==> src/rtl/if_pkg.sv <==
`default_nettype none
// ---------------------------------------------------------------------------
// if_pkg : shared types and defaults for the instruction-fetch sequencer
// rev 1.0
// ---------------------------------------------------------------------------
package if_pkg;

   localparam int              XLEN             = 32;
   localparam logic [XLEN-1:0] DEFAULT_RESET_PC = 32'h0000_0000;
   localparam int              DEFAULT_PC_STEP  = 4;

   typedef enum logic [2:0] {
      IDLE = 3'd0,
      REQ  = 3'd1,
      WAIT = 3'd2,
      HOLD = 3'd3,
      DROP = 3'd4
   } state_t;

endpackage
`default_nettype wire

==> src/rtl/if_pc_gen.sv <==
`default_nettype none
// ---------------------------------------------------------------------------
// if_pc_gen : fetch PC register with reset / redirect / step / hold mux
// rev 1.0
// ---------------------------------------------------------------------------
module if_pc_gen
   import if_pkg::*;
#(
   parameter logic [XLEN-1:0] RESET_PC = DEFAULT_RESET_PC,
   parameter int              PC_STEP  = DEFAULT_PC_STEP
) (
   input  logic            clk,
   input  logic            rst,
   input  logic            i_redirect_valid,
   input  logic [XLEN-1:0] i_redirect_pc,
   input  logic            i_advance,
   output logic [XLEN-1:0] o_pc,
   output logic [XLEN-1:0] o_pc_next
);

   localparam logic [XLEN-1:0] c_step = XLEN'(PC_STEP);

   logic [XLEN-1:0] r_pc;
   logic [XLEN-1:0] w_pc_next;

   // Redirect outranks the sequential step; targets are word-aligned.
   always_comb begin
      w_pc_next = r_pc;
      if (rst)
         w_pc_next = RESET_PC;
      else if (i_redirect_valid)
         w_pc_next = {i_redirect_pc[XLEN-1:2], 2'b00};
      else if (i_advance)
         w_pc_next = r_pc + c_step;
   end

   always_ff @(posedge clk) begin
      if (rst)
         r_pc <= RESET_PC;
      else
         r_pc <= w_pc_next;
   end

   assign o_pc      = r_pc;
   assign o_pc_next = w_pc_next;

endmodule
`default_nettype wire

==> src/rtl/if_sequencer.sv <==
`default_nettype none
// ---------------------------------------------------------------------------
// if_sequencer : instruction-fetch sequencer, at most one fetch in flight
// rev 1.0
// ---------------------------------------------------------------------------
module if_sequencer
   import if_pkg::*;
#(
   parameter logic [XLEN-1:0] RESET_PC = DEFAULT_RESET_PC,
   parameter int              PC_STEP  = DEFAULT_PC_STEP
) (
   input  logic        clk,
   input  logic        rst,
   output logic        imem_req_valid,
   input  logic        imem_req_ready,
   output logic [31:0] imem_req_addr,
   input  logic        imem_rsp_valid,
   input  logic [31:0] imem_rsp_data,
   input  logic        redirect_valid,
   input  logic [31:0] redirect_pc,
   output logic        if_valid,
   input  logic        if_ready,
   output logic [31:0] if_instr,
   output logic [31:0] if_pc
);

   state_t          r_state;
   logic            r_req_valid;
   logic [XLEN-1:0] r_req_addr;
   logic [XLEN-1:0] r_req_pc;
   logic            r_if_valid;
   logic [XLEN-1:0] r_if_instr;
   logic [XLEN-1:0] r_if_pc;
   logic [XLEN-1:0] w_pc;
   logic [XLEN-1:0] w_pc_next;
   logic            w_advance;

   assign w_advance = (r_state == REQ) && imem_req_ready;

   if_pc_gen #(
      .RESET_PC (RESET_PC),
      .PC_STEP  (PC_STEP)
   ) u_pc_gen (
      .clk              (clk),
      .rst              (rst),
      .i_redirect_valid (redirect_valid),
      .i_redirect_pc    (redirect_pc),
      .i_advance        (w_advance),
      .o_pc             (w_pc),
      .o_pc_next        (w_pc_next)
   );

   // Request outputs are registered: every path into REQ loads the PC it
   // will present, which is always next cycle's PC.
   always_ff @(posedge clk) begin
      if (rst) begin
         r_state     <= IDLE;
         r_req_valid <= 1'b0;
         r_req_addr  <= '0;
         r_req_pc    <= '0;
         r_if_valid  <= 1'b0;
         r_if_instr  <= '0;
         r_if_pc     <= '0;
      end else begin
         r_req_valid <= 1'b0;
         r_req_addr  <= '0;
         case (r_state)
            IDLE: begin
               r_state     <= REQ;
               r_req_valid <= 1'b1;
               r_req_addr  <= w_pc_next;
            end
            REQ: begin
               if (imem_req_ready) begin
                  r_state  <= redirect_valid ? DROP : WAIT;
                  r_req_pc <= w_pc;
               end else begin
                  r_state     <= REQ;
                  r_req_valid <= 1'b1;
                  r_req_addr  <= w_pc_next;
               end
            end
            WAIT: begin
               if (redirect_valid && imem_rsp_valid) begin
                  r_state     <= REQ;
                  r_req_valid <= 1'b1;
                  r_req_addr  <= w_pc_next;
               end else if (redirect_valid) begin
                  r_state <= DROP;
               end else if (imem_rsp_valid) begin
                  r_state    <= HOLD;
                  r_if_valid <= 1'b1;
                  r_if_instr <= imem_rsp_data;
                  r_if_pc    <= r_req_pc;
               end
            end
            HOLD: begin
               if (redirect_valid || if_ready) begin
                  r_state     <= REQ;
                  r_if_valid  <= 1'b0;
                  r_req_valid <= 1'b1;
                  r_req_addr  <= w_pc_next;
               end
            end
            DROP: begin
               // The orphaned response must land before a new fetch goes out.
               if (imem_rsp_valid) begin
                  r_state     <= REQ;
                  r_req_valid <= 1'b1;
                  r_req_addr  <= w_pc_next;
               end
            end
            default: begin
               r_state    <= IDLE;
               r_if_valid <= 1'b0;
            end
         endcase
      end
   end

   assign imem_req_valid = r_req_valid;
   assign imem_req_addr  = r_req_addr;
   assign if_valid       = r_if_valid;
   assign if_instr       = r_if_instr;
   assign if_pc          = r_if_pc;

endmodule
`default_nettype wire

==> config.mk <==
export PLATFORM = sky130hd
export DESIGN_NAME = if_sequencer
export DESIGN_NICKNAME = d
export VERILOG_FILES = /design/src/rtl/if_pkg.sv /design/src/rtl/if_pc_gen.sv /design/src/rtl/if_sequencer.sv
export SDC_FILE = /design/constraint.sdc
export NUM_CORES = 1
export LEC_CHECK = 0
export ABC_AREA = 1
export BUFFER_PORTS_ARGS = -buffer_cell sky130_fd_sc_hd__buf_2
export CAP_MARGIN = 20
export CORE_MARGIN = 2
export CORE_UTILIZATION = 48
export DETAILED_ROUTE_END_ITERATION = 12
export HOLD_SLACK_MARGIN = 0.15
export PLACE_DENSITY_LB_ADDON = 0.08
export SYNTH_ARGS = -nofsm -noshare
export SYNTH_HDL_FRONTEND = slang
export SYNTH_SLANG_ARGS = --single-unit
==> constraint.sdc <==
create_clock -name clk -period 1.6 [get_ports clk]
set_clock_uncertainty 0.05 [all_clocks]
set_input_delay 0.4 -clock clk [delete_from_list [all_inputs] [get_ports clk]]
set_output_delay 0.4 -clock clk [all_outputs]
set_load 0.03 [all_outputs]
## After elaboration in Yosys (flattened, before gate mapping)

Cells that the tools add are included.

- Add/sub/neg operators: 1
- Eq/ne operators: 10
- Multiplexer cells: 25
- Bitwise gates (word level): 3
- Reductions and logical operators: 9

Operator list:

| operator | count |
|---|---|
| 32-bit 2-to-1 mux | 6 |
| 32-bit one-hot mux with 5 select lines | 1 |
| 32-bit by 3-bit adder with 32-bit output (second input constant) | 1 |
| 3-bit 2-to-1 mux | 7 |
| 3-bit one-hot mux with 5 select lines | 1 |
| 2-bit inequality test (second input constant) | 5 |
| 1-bit 2-to-1 mux | 8 |
| 3-bit by 2-bit equality test with 1-bit output (second input constant) | 2 |
| 1-bit one-hot mux with 5 select lines | 1 |
| 5-bit AND reduction | 1 |
| 4-bit inequality test (second input constant) | 1 |
| 4-bit AND reduction | 1 |
| 3-bit by 1-bit equality test with 1-bit output (second input constant) | 1 |
| 3-bit equality test (second input constant) | 1 |
| 3-bit zero test | 1 |
| 1-bit inverter | 3 |
| 1-bit one-hot mux with 3 select lines | 1 |
| 3-bit AND reduction | 1 |
| 3-bit OR reduction | 1 |
| 1-bit logical AND | 2 |
| 2-bit AND reduction | 1 |
| 1-bit logical OR | 1 |

- Register bits: 165
- Input bits: 70
- Output and inout port bits: 98
- Word-level logic and storage cells: 56

## Logic depth before layout (Yosys ltp)

- Depth in word-level cells: 6
- Depth in mapped cells: 11
- Mapped depth without buffers: 11

## By module

Synthesis repeated with hierarchy kept, for this count alone.

- Cell total of the unflattened synthesis: 954
- Area total of the unflattened synthesis: 6949.2 sq um

Modules (own cells, without submodules):

| module | instances | cells each | area an instance (sq um) | sequential area each (sq um) |
|---|---|---|---|---|
| if_sequencer | 1 | 578 | 4709.5 | 2662.6 |
| if_pc_gen | 1 | 376 | 2239.6 | 640.6 |

## Worst setup path after synthesis

Ideal clock, no wire load.

- Kind: input to register
- From: input redirect_valid
- To: register r_req_addr[31] (netlist: imem_req_addr[31])
- Library setup time: 0.120 ns
- Arrival: 1.527 ns
- Data required time: 1.430 ns
- Setup slack: -0.097 ns
- Stages on the path: 8
- Path buffers: 3
- Cells stage by stage: buf_2 or2_2 nand3_1 nand3_1 buf_2 buf_2 o21ai_0 nor2_1

- Cells in the longest elaborated chain, start to end: 3
- Elaborated cells on any way between the ends: 8
- Those cells by class: mux (6); reduce/logical (2)

RTL lines:

| item | line | text |
|---|---|---|
| start, declared | if_sequencer.sv:19 | `input logic redirect_valid,` |
| 32-bit 2-to-1 mux, or another cell as far along | if_pc_gen.sv:31 | `else if (i_redirect_valid)` |
| 32-bit 2-to-1 mux, on equally long branches | n/a |  |
| 32-bit one-hot mux with 5 select lines * | if_sequencer.sv:67 | `case (r_state)` |
| end signal, assigned | if_sequencer.sv:71 | `r_req_addr <= w_pc_next;` |
| end signal, assigned | if_sequencer.sv:80 | `r_req_addr <= w_pc_next;` |
| end signal, assigned | if_sequencer.sv:110 | `r_req_addr <= w_pc_next;` |
| end, declared | if_sequencer.sv:29 | `logic [XLEN-1:0] r_req_addr;` |

Every way passes the cells marked *; elsewhere a longest branch is shown, timed or not.
A chain may end at the register's enable or synchronous reset.

## Worst setup path in the final report

- From: register r_state[2]
- To: register r_if_pc[22] (netlist: if_pc[22])

- Cells in the longest elaborated chain, start to end: 2

RTL lines:

| item | line | text |
|---|---|---|
| start, declared | if_sequencer.sv:27 | `state_t r_state;` |
| start signal, assigned | if_sequencer.sv:75 | `r_state <= redirect_valid ? DROP : WAIT;` |
| 3-bit by 2-bit equality test with 1-bit output | if_sequencer.sv:67 |  |
| 4-bit AND reduction (no line) | n/a |  |
| end signal, assigned | if_sequencer.sv:94 | `r_if_pc <= r_req_pc;` |
| end, declared | if_sequencer.sv:33 | `logic [XLEN-1:0] r_if_pc;` |

Every way passes these cells.

==> metrics.txt <==
result of the run=finished, violations left; violations in the final reports=negative setup slack; vias after detailed routing=7177; post-route setup TNS=-10030 ps; floorplan die area=15000 um2; highest achievable clock rate=562 MHz; net total in the final layout=1273; detailed placer's ending HPWL=13000 um; worst hold path stage count=3; Required @ worst endpoint=1910 ps; slew at the pin closest to its max-slew limit=615 ps; dominant cells by area after synthesis=sky130_fd_sc_hd__dfxtp_1, sky130_fd_sc_hd__o21ai_0, sky130_fd_sc_hd__nor2_1, sky130_fd_sc_hd__nand2_1, sky130_fd_sc_hd__a21oi_1; area fraction of the dominant cell type after synthesis=0.490; power density normalized to cell area=971 nW/um2; worst hold margin=147 ps; final cell count without fillers=1395; Std-Cell Rows=43; Port Buf Inserts=165; global router's overall resource usage=0.255; first-pass GRT wire length=30000 um; number of instances in the placed design=1303; clock latency of the later-clocked register in the worst-skew pair=430 ps; number of nets produced by synthesis=981; clock net sink count=165; area of the placeable core=13800 um2; final core area utilization=0.759; Arrival @ worst endpoint=2090 ps; leftover overflow at the end of global routing=0; Post-DRT Antenna Nets=0; library cell with the largest summed area after synthesis=sky130_fd_sc_hd__dfxtp_1; final setup fails=107; detailed-route DRC error count=0; mean instance size in the synthesized netlist=7.41 um2; endpoint of the worst hold path=if_instr[24]; pin count of the biggest net entering global routing=64; startpoint of the lowest-slack register-to-register path=r_state[2]; initial antenna violation count=0; clock period minus worst slack=1780 ps; Max VDD drop=711 uV; most frequent cells after synthesis=sky130_fd_sc_hd__dfxtp_1, sky130_fd_sc_hd__nor2_1, sky130_fd_sc_hd__nand2_1; Area Overhead vs Synth=55.0%; relative slew slack=0.590; Final Max Tran Viols=0; number of violations reported at the end of detailed-routing iteration 0=455; number of instances in the synthesized netlist=910; endpoint of the most critical register-to-register path=if_pc[22]; TritonCTS clock tree=yes; static leakage=4.85 nW; Final Cycle Share=1.11; starting density of the core=0.489; Worst setup SP type=flip-flop; Avg WL per Cell=15.2 um; Mapped Area=6740 um2; async set-or-reset flop fraction in the synthesized netlist=0; max-cap viol count=0; number of enable-type register cells in the synthesized netlist=0; most common cell in the synthesized netlist=sky130_fd_sc_hd__dfxtp_1; final total power=10.2 mW; class of the tightest hold or removal check=in -> reg; cell count of the worst reg-to-reg path=10; Die X-Extent=123 um; Hold Violations, Final=0; number of levels the H-tree was split into=4; number of buffers inserted during clock tree synthesis=17; height of the die=123 um; post-synthesis cell type count=36; gp weighted congestion=0.983; min setup slack post-route=-178 ps; worst-path maximum fanout=9; FF+latch count, synth=165; clock-pin transition on the worst setup and hold timing paths=60 ps; vias in the first global route=6233; Avg Vias per Cell=5.14; Register-to-Register Setup Slack=-180 ps; unrepaired setup endpoints after global routing=yes; io pins=168; clock buffer depth=2; clock root buffer master=sky130_fd_sc_hd__clkbuf_16; number of iterations in the first detailed-routing pass=7; sort of element at the end of the critical path=flip-flop; Warnings, synthesis=0; DRT Wirelength=21300 um; hold wc startpoint=imem_rsp_data[24]; Synth Flop Type=sky130_fd_sc_hd__dfxtp_1; path type of the worst setup path=reg -> reg; fraction of final layout cells sized beyond drive strength 1=0.422; Seq/Total Area, Yosys=0.490
## worst max-delay path: stages (launching register included)
cell	delay [ps]
sky130_fd_sc_hd__dfxtp_4	350
sky130_fd_sc_hd__buf_6	120
sky130_fd_sc_hd__nor2_4	90
sky130_fd_sc_hd__nand2_2	90
sky130_fd_sc_hd__nor2_4	140
sky130_fd_sc_hd__inv_4	70
sky130_fd_sc_hd__nor2_8	280
sky130_fd_sc_hd__buf_12	160
sky130_fd_sc_hd__clkbuf_16	150
sky130_fd_sc_hd__o21ai_2	50
sky130_fd_sc_hd__a21oi_1	130
## layer usage
layer,track usage,vias up,share of wire
met1,0.347,3341,0.44
met5,0,-,0
met2,0.401,231,0.49
li1,-,3562,-
met3,0.0488,43,0.052
met4,0.0984,0,0.022
## metrics by stage
| step | area [um2] | setup slack (ps) |
|---|---|---|
| 2_1_floorplan | 6770 | 12.7 |
| 3_3_place_gp | 8430 | -173 |
| 3_5_place_dp | 8430 | -196 |
| 4_1_cts | 9430 | -162 |
| 5_1_grt | 10400 | -266 |
| 6_report | 10500 | -178 |
## where the power goes
part	internal [mW]	switching (mW)	total, mW
clock	2.33	1.67	4.01
sequential	4.34	0.125	4.47
combinational	0.683	0.997	1.68
total	7.36	2.79	10.2
## logic make-up (layout without fill, tap and decap cells)
| group | Yosys count | after routing | share of synthesized area |
|---|---|---|---|
| AND/OR/NAND/NOR | 387 | 387 | 0.255 |
| AO/OA/AOI/OAI | 218 | 218 | 0.165 |
| flip-flops | 165 | 165 | 0.490 |
| buffers and inverters | 133 | 437 | 0.0807 |
| XOR/XNOR | 6 | 6 | 0.00780 |
| adder cells (fa/ha/maj) | 1 | 1 | 0.00186 |
| other | 0 | 1 | 0 |
## registers in the layout, summed over array words and instances (netlist names)
| name | flops |
|---|---|
| if_instr | 32 |
| if_pc | 32 |
| if_valid | 1 |
| imem_req_addr | 32 |
| imem_req_valid | 1 |
| r_req_pc | 32 |
| r_state | 3 |
| u_pc_gen.o_pc | 32 |
## what timing repair did
action | CTS | global route
endpoints found under the hold margin | 24 | 0
gates resized for setup | 56 | 205
buffers inserted | 3 | 24
hold buffers | 24 | 0
cloned | 0 | 10
endpoints found under the setup margin | 66 | 126
pin swaps | 14 | 50
## layout make-up
class                      instances  area [um2]
multi-input combinational        612        3550
sequential                       165        3330
fill                            1012        3320
timing repair buffer             323        2440
clock buffer                      20         447
inverter                          83         322
tap                              180         225
clock inverter                    11         125
antenna                            1        2.50
## cell usage in the layout, fill, tap and decap left out, types with 7 or more instances in the layout
master and n:
sky130_fd_sc_hd__buf_6 18, sky130_fd_sc_hd__nor2_2 22, sky130_fd_sc_hd__buf_4 94, sky130_fd_sc_hd__nand4_1 12, sky130_fd_sc_hd__inv_1 77, sky130_fd_sc_hd__nand2_2 16
sky130_fd_sc_hd__nor3_1 8, sky130_fd_sc_hd__nor2_1 121, sky130_fd_sc_hd__dfxtp_1 150, sky130_fd_sc_hd__nand3_2 17, sky130_fd_sc_hd__or2_2 11, sky130_fd_sc_hd__nor2_4 17
sky130_fd_sc_hd__buf_2 165, sky130_fd_sc_hd__dfxtp_2 11, sky130_fd_sc_hd__nand2_1 104, sky130_fd_sc_hd__o21ai_2 33, sky130_fd_sc_hd__o21ai_1 17, sky130_fd_sc_hd__buf_12 12
sky130_fd_sc_hd__clkbuf_16 25, sky130_fd_sc_hd__nand2_4 7, sky130_fd_sc_hd__o21ai_0 66, sky130_fd_sc_hd__nand3_1 29, sky130_fd_sc_hd__dlygate4sd3_1 24, sky130_fd_sc_hd__a21oi_2 20
sky130_fd_sc_hd__a21oi_1 68
## worst max-delay path by stage
stage                           startpoint  cells after the start                end  slack [ps]
final                           r_state[2]                     10          if_pc[22]        -180
after global routing      u_pc_gen.o_pc[3]                     12  imem_req_addr[15]        -270
after CTS                 u_pc_gen.o_pc[2]                     10  u_pc_gen.o_pc[18]        -160
after detailed placement  u_pc_gen.o_pc[2]                     10  u_pc_gen.o_pc[18]        -200
after global placement    u_pc_gen.o_pc[2]                     10  u_pc_gen.o_pc[18]        -170
after floorplan                 r_state[1]                      9          if_pc[20]          10
Power figures use the tool's default switching activity.
